`src/rtl/keypad_calc_pkg.sv`:
```
// Shared types and constants for the keypad BCD calculator.
package keypad_calc_pkg;

  typedef enum logic [2:0] {
    S_OPA,
    S_OPB,
    S_ADD,
    S_NEG,
    S_SHOW
  } calc_state_t;

  localparam logic [3:0] KEY_ENT = 4'hA;
  localparam logic [3:0] KEY_CLR = 4'hB;

  function automatic logic [3:0] nines(input logic [3:0] d);
    return 4'd9 - d;
  endfunction

endpackage

```
`src/rtl/bcd_digit_add.sv`:
```
// Single BCD digit adder with carry in/out; inputs are assumed to be valid BCD digits.
module bcd_digit_add (
  input  logic [3:0] a,
  input  logic [3:0] b,
  input  logic       cin,
  output logic [3:0] s,
  output logic       cout
);

  logic [4:0] sum;

  always_comb begin
    sum = {1'b0, a} + {1'b0, b} + {4'b0000, cin};
    if (sum > 5'd9) begin
      s    = 4'(sum - 5'd10);
      cout = 1'b1;
    end else begin
      s    = sum[3:0];
      cout = 1'b0;
    end
  end

endmodule

```
`src/rtl/keypad_bcd_calc.sv`:
```
// Two-operand BCD add/subtract calculator fed by a debounced keypad.
// Arithmetic runs one digit per clock through a single shared digit adder.
module keypad_bcd_calc
  import keypad_calc_pkg::*;
#(
  parameter int DIGITS = 3
) (
  input  logic                    clk,
  input  logic                    rst_n,
  input  logic                    key_valid,
  input  logic [3:0]              key_code,
  input  logic                    mode,
  output logic [4*DIGITS-1:0]     opnd_disp,
  output logic [4*(DIGITS+1)-1:0] result_bcd,
  output logic                    result_neg,
  output logic                    busy,
  output logic                    done,
  output calc_state_t             state_dbg
);

  localparam int OW = 4 * DIGITS;
  localparam int IW = (DIGITS > 1) ? $clog2(DIGITS) : 1;
  localparam int CW = $clog2(DIGITS + 1);

  calc_state_t    state;
  logic           key_valid_q;
  logic           press, is_digit, is_ent, is_clr;
  logic [OW-1:0]  opa, opb;
  logic [CW-1:0]  cnt;
  logic [IW-1:0]  idx;
  logic           carry, mode_q;
  logic           last;
  logic [3:0]     add_a, add_b, add_s;
  logic           add_cout;

  // Handshake: a key counts once, on the cycle key_valid rises; key_code is sampled then.
  assign press    = key_valid & ~key_valid_q;
  assign is_digit = press && (key_code <= 4'd9);
  assign is_ent   = press && (key_code == KEY_ENT);
  assign is_clr   = press && (key_code == KEY_CLR);
  assign last     = (idx == IW'(DIGITS - 1));

  assign opnd_disp = (state == S_OPA) ? opa : opb;
  assign state_dbg = state;

  // S_NEG reuses the adder to form the tens complement of the partial result.
  always_comb begin
    add_a = '0;
    add_b = '0;
    if (state == S_NEG) begin
      add_a = nines(result_bcd[{idx, 2'b00} +: 4]);
    end else begin
      add_a = opa[{idx, 2'b00} +: 4];
      add_b = mode_q ? nines(opb[{idx, 2'b00} +: 4]) : opb[{idx, 2'b00} +: 4];
    end
  end

  bcd_digit_add u_add (
    .a    (add_a),
    .b    (add_b),
    .cin  (carry),
    .s    (add_s),
    .cout (add_cout)
  );

  always_ff @(posedge clk or negedge rst_n) begin
    if (!rst_n) begin
      state       <= S_OPA;
      key_valid_q <= 1'b0;
      opa         <= '0;
      opb         <= '0;
      cnt         <= '0;
      idx         <= '0;
      carry       <= 1'b0;
      mode_q      <= 1'b0;
      result_bcd  <= '0;
      result_neg  <= 1'b0;
      busy        <= 1'b0;
      done        <= 1'b0;
    end else begin
      key_valid_q <= key_valid;
      done        <= 1'b0;
      if (is_clr) begin
        state      <= S_OPA;
        opa        <= '0;
        opb        <= '0;
        cnt        <= '0;
        result_bcd <= '0;
        result_neg <= 1'b0;
        busy       <= 1'b0;
      end else begin
        case (state)
          S_OPA: begin
            if (is_digit && (cnt < CW'(DIGITS))) begin
              opa <= (opa << 4) | OW'(key_code);
              cnt <= cnt + 1'b1;
            end else if (is_ent) begin
              state <= S_OPB;
              cnt   <= '0;
              opb   <= '0;
            end
          end
          S_OPB: begin
            if (is_digit && (cnt < CW'(DIGITS))) begin
              opb <= (opb << 4) | OW'(key_code);
              cnt <= cnt + 1'b1;
            end else if (is_ent) begin
              state      <= S_ADD;
              mode_q     <= mode;
              carry      <= mode;
              idx        <= '0;
              result_bcd <= '0;
              busy       <= 1'b1;
            end
          end
          S_ADD: begin
            result_bcd[{idx, 2'b00} +: 4] <= add_s;
            carry <= add_cout;
            idx   <= idx + 1'b1;
            if (last) begin
              if (!mode_q || add_cout) begin
                result_bcd[4*DIGITS +: 4] <= {3'b000, add_cout & ~mode_q};
                result_neg <= 1'b0;
                state      <= S_SHOW;
                busy       <= 1'b0;
                done       <= 1'b1;
              end else begin
                state <= S_NEG;
                idx   <= '0;
                carry <= 1'b1;
              end
            end
          end
          S_NEG: begin
            result_bcd[{idx, 2'b00} +: 4] <= add_s;
            carry <= add_cout;
            idx   <= idx + 1'b1;
            if (last) begin
              result_neg <= 1'b1;
              state      <= S_SHOW;
              busy       <= 1'b0;
              done       <= 1'b1;
            end
          end
          S_SHOW: begin
            if (is_digit) begin
              opa        <= OW'(key_code);
              opb        <= '0;
              cnt        <= CW'(1);
              result_bcd <= '0;
              result_neg <= 1'b0;
              state      <= S_OPA;
            end
          end
          default: state <= S_OPA;
        endcase
      end
    end
  end

endmodule
```
`config.mk`:
```
export PLATFORM = sky130hd
export DESIGN_NAME = keypad_bcd_calc
export DESIGN_NICKNAME = d
export VERILOG_FILES = /design/src/rtl/keypad_calc_pkg.sv /design/src/rtl/bcd_digit_add.sv /design/src/rtl/keypad_bcd_calc.sv
export SDC_FILE = /design/constraint.sdc
export NUM_CORES = 1
export LEC_CHECK = 0
export BUFFER_PORTS_ARGS = -buffer_cell sky130_fd_sc_hd__buf_2
export CORE_ASPECT_RATIO = 1.2
export CORE_MARGIN = 2
export CORE_UTILIZATION = 50
export DETAILED_ROUTE_END_ITERATION = 6
export PLACE_DENSITY = 0.7
export SLEW_MARGIN = 20
export SYNTH_ARGS = -nofsm -noshare
export SYNTH_HDL_FRONTEND = slang
export SYNTH_SLANG_ARGS = --single-unit
```
`constraint.sdc`:
```
create_clock -name clk -period 11.5 [get_ports clk]
set_input_delay 1.725 -clock clk [delete_from_list [all_inputs] [get_ports clk]]
set_output_delay 1.725 -clock clk [all_outputs]
set_load 0.01 [all_outputs]
```
==> impl_metrics.tcl <==
set metrics [dict create \
    hpwl_um 6126 \
    synth_top_family_by_area "compound AO/OA/AOI/OAI gates" \
    synth_xor_area_frac 0.01331 \
    vias_per_cell 5.996 \
    postSynthCellCount 347 \
    synth-simple-area-share 0.1335 \
    cts.sinks 53 \
    syn_area_mm2 0.003291 \
    cts_resized 0 \
    crit_path_max_fanout 17 \
    die_h_um 92.87 \
    power.density_mw_per_mm2 309.1 \
    hold_viol_final 0 \
    critPathKind "flip-flop to flip-flop" \
    yosys_warnings 0 \
    drv_cap 0 \
    totalWireLength_um 8260 \
    regArea_mm2 0.001326 \
    clkTransAtPathRegs_ps 90 \
    worstPathCellList "inv_1, nor2_1, a21oi_1, xnor2_1, nand2_1, fa_1, inv_1, fa_1, xor2_1, inv_1, ha_1, nand2_1, o31ai_1, o311ai_0, nor2_1, o221a_2" \
    track_usage 0.2438 \
    portBuffers 41 \
    fmax_mhz 213.1 \
    seq_area_frac_synth 0.4030 \
    die_w_um 78.06 \
    path_buf_inv 3 \
    synthTopCellsByArea "dfrtp_1 40%, o21ai_0 5.9%, ha_1 4.9%" \
    cts_inserted_buffers 5 \
    cp.arrival_ps 4900 \
    fin_hold_ws_ps 514.1 \
    p_leak_nw 1.677 \
    post-route-min-period_ps 4693 \
    required_ps 11710 \
    antenna_found_initial 0 \
    ff2ff_path_depth 16 \
    num_rows 32 \
    rrSetupSlack_ps 6810 \
    synth_top_area_share 0.4030 \
    slew_headroom 0.4317 \
    routabilityCongestion 0.8968 \
    synthMuxAreaShare 0.08213 \
    synth_compound_gate_area_share 0.2536 \
    nNetsFinal 406 \
    holdPathStages 1 \
    cpMostUsedCell "inv_1" \
    hold_end "result_bcd[15]" \
    hold_path.class "flip-flop to flip-flop" \
    grt-ovfl-total 0 \
    setup_ws_ps 6807 \
    post-route-util 0.5744 \
    syn_nets 370 \
    first_global_vias 2745 \
    ys_async_sr_fraction 1.000 \
    min_period_over_period 0.4081 \
    hold_start "result_bcd[15]" \
    cp_slowest_cell "dfrtp_1" \
    start_util 0.5137 \
    rr_startpoint "idx[0]" \
    synthTopCellsByCount "53 x dfrtp_1, 39 x o21ai_0, 31 x nand2_1" \
    synth.most_common_cell "dfrtp_1" \
    ys.flop_type "dfrtp_1" \
    total_power_mw 1.137 \
    first_iter_violations 233 \
    fill_cells 595 \
    clkLatencyLatePin_ps 310 \
    ir_worst_vdd_mv 0.1435 \
    first_pass_iters 4 \
    cts_tree "built" \
    cts_root_buf "clkbuf_8" \
    routedWlPerCell_um 17.65 \
    synth_top_cell_by_area "dfrtp_1" \
    r2r-end "busy" \
    vias 2806 \
    grt_pass1_wl_um 13850 \
    critPathTopFamily "compound AO/OA/AOI/OAI gates" \
    startpoint_type "flip-flop" \
    ant_nets 0 \
    slew_viol_final 0 \
    rsz0062_at_grt "no" \
    cts.path.max_buffers 2 \
    cts_setup_buffers 0 \
    place_ws_ps 6790 \
    layout-drive-gt1-share 0.1932 \
    antenna_cells 0 \
    coreArea_mm2 0.006406 \
    skew_ps 9.363 \
    drc_errors 0 \
    setup_viol 0 \
    pin_count 42 \
    endpoint_kind "flip-flop" \
    synth.distinct_cells 58 \
    tns_ps 0 \
    status "complete, no violations" \
    cts_max_level 2 \
    yosys.area_share.adder 0.06160 \
    synth-seq-cells 53 \
    area_growth_pct 11.83 \
    grt_max_degree 54 \
    worst_slew_pin_slew_ps 852.5 \
    dieArea_mm2 0.007249 \
    syn_area_per_cell_um2 9.483 \
    slowest_delay_ps 780 \
    multi_input_area_mm2 0.001795 \
    hold_buffers 0 \
    synth_enable_flop_cells 0 \
]
## where the power goes
group / leakage (nW) / internal [mW] / switching [mW]
Sequential: 0.703 / 0.247 / 0.0916
Clock: 0.0540 / 0.0634 / 0.0616
Combinational: 0.920 / 0.276 / 0.398
Total: 1.68 / 0.587 / 0.551
## stage by stage
stage                     area, µm²  std cells
after floorplan                3291        347
after global placement         3576        461
after detailed placement       3576        461
after CTS                      3680        468
after global routing           3680        468
final                          3680        468
## kinds of logic after synthesis
| logic type | after synthesis |
|---|---|
| AO/OA/AOI/OAI | 120 |
| buffers and inverters | 44 |
| XOR/XNOR | 5 |
| AND/OR/NAND/NOR | 89 |
| adder cells (fa/ha/maj) | 15 |
| flip-flops | 53 |
| multiplexers | 21 |
## state kept, by name, summed over array words and instances (netlist names)
signal and flops:
busy 1, carry 1, cnt 2, done 1, idx 2, key_valid_q 1, mode_q 1, opa 12
opb 12, result_bcd 16, result_neg 1, state_dbg 3
## worst max path at each step
| stage | to | slack, ps | start | depth (start not counted) |
|---|---|---|---|---|
| 6_report | busy | 6810 | idx[0] | 16 |
| 5_1_grt | busy | 6350 | idx[0] | 16 |
| 4_1_cts | busy | 6790 | idx[0] | 16 |
| 3_5_place_dp | busy | 6790 | idx[0] | 16 |
| 3_3_place_gp | busy | 6970 | idx[0] | 16 |
| 2_1_floorplan | busy | 7490 | state_dbg[2] | 15 |
## layer usage
metal | wire length [µm] | global-route usage | vias up
met3 | 371 | 0.03801 | 12
met2 | 4031 | 0.4009 | 78
li1 | - | - | 1360
met4 | 204 | 0.08187 | 0
met5 | 0 | 0 | -
met1 | 3653 | 0.3289 | 1356
## worst reg2reg max path, cell delays in order (launching register included)
cell	delay, ps
dfrtp_1	780
inv_1	320
nor2_1	440
a21oi_1	160
xnor2_1	170
nand2_1	90
fa_1	390
inv_1	80
fa_1	200
xor2_1	230
inv_1	90
ha_1	230
nand2_1	100
o31ai_1	140
o311ai_0	690
nor2_1	150
o221a_2	320
## cells in the final DEF (no fill, tap or decap), types with 2 or more instances in the layout
cell type and count:
a21oi_1 16, a221oi_1 2, a22o_1 8, a22oi_1 10, a2bb2oi_1 2, and2_1 2
buf_2 41, buf_4 6, clkbuf_8 5, dfrtp_1 53, fa_1 2, ha_1 13
inv_1 26, mux2_2 8, mux2i_1 9, mux4_2 4, nand2_1 31, nand3_1 4
nand4_1 4, nor2_1 23, nor2b_1 3, nor3_1 7, nor4_1 2, o211ai_1 2
o21ai_0 39, o221ai_1 2, o22ai_1 2, o2bb2ai_1 15, o311a_1 2, o311ai_0 2
o31ai_1 4, or3_1 3, xnor2_1 4
## cell type report
class	instances	area share
repair buffers	47	0.06800
clock inverters	2	0.009521
multi-input cells	250	0.4879
well taps	85	0.02890
clock buffers	5	0.01870
inverters	26	0.02652
flip-flops and latches	53	0.3604
Power figures use the tool's default switching activity.
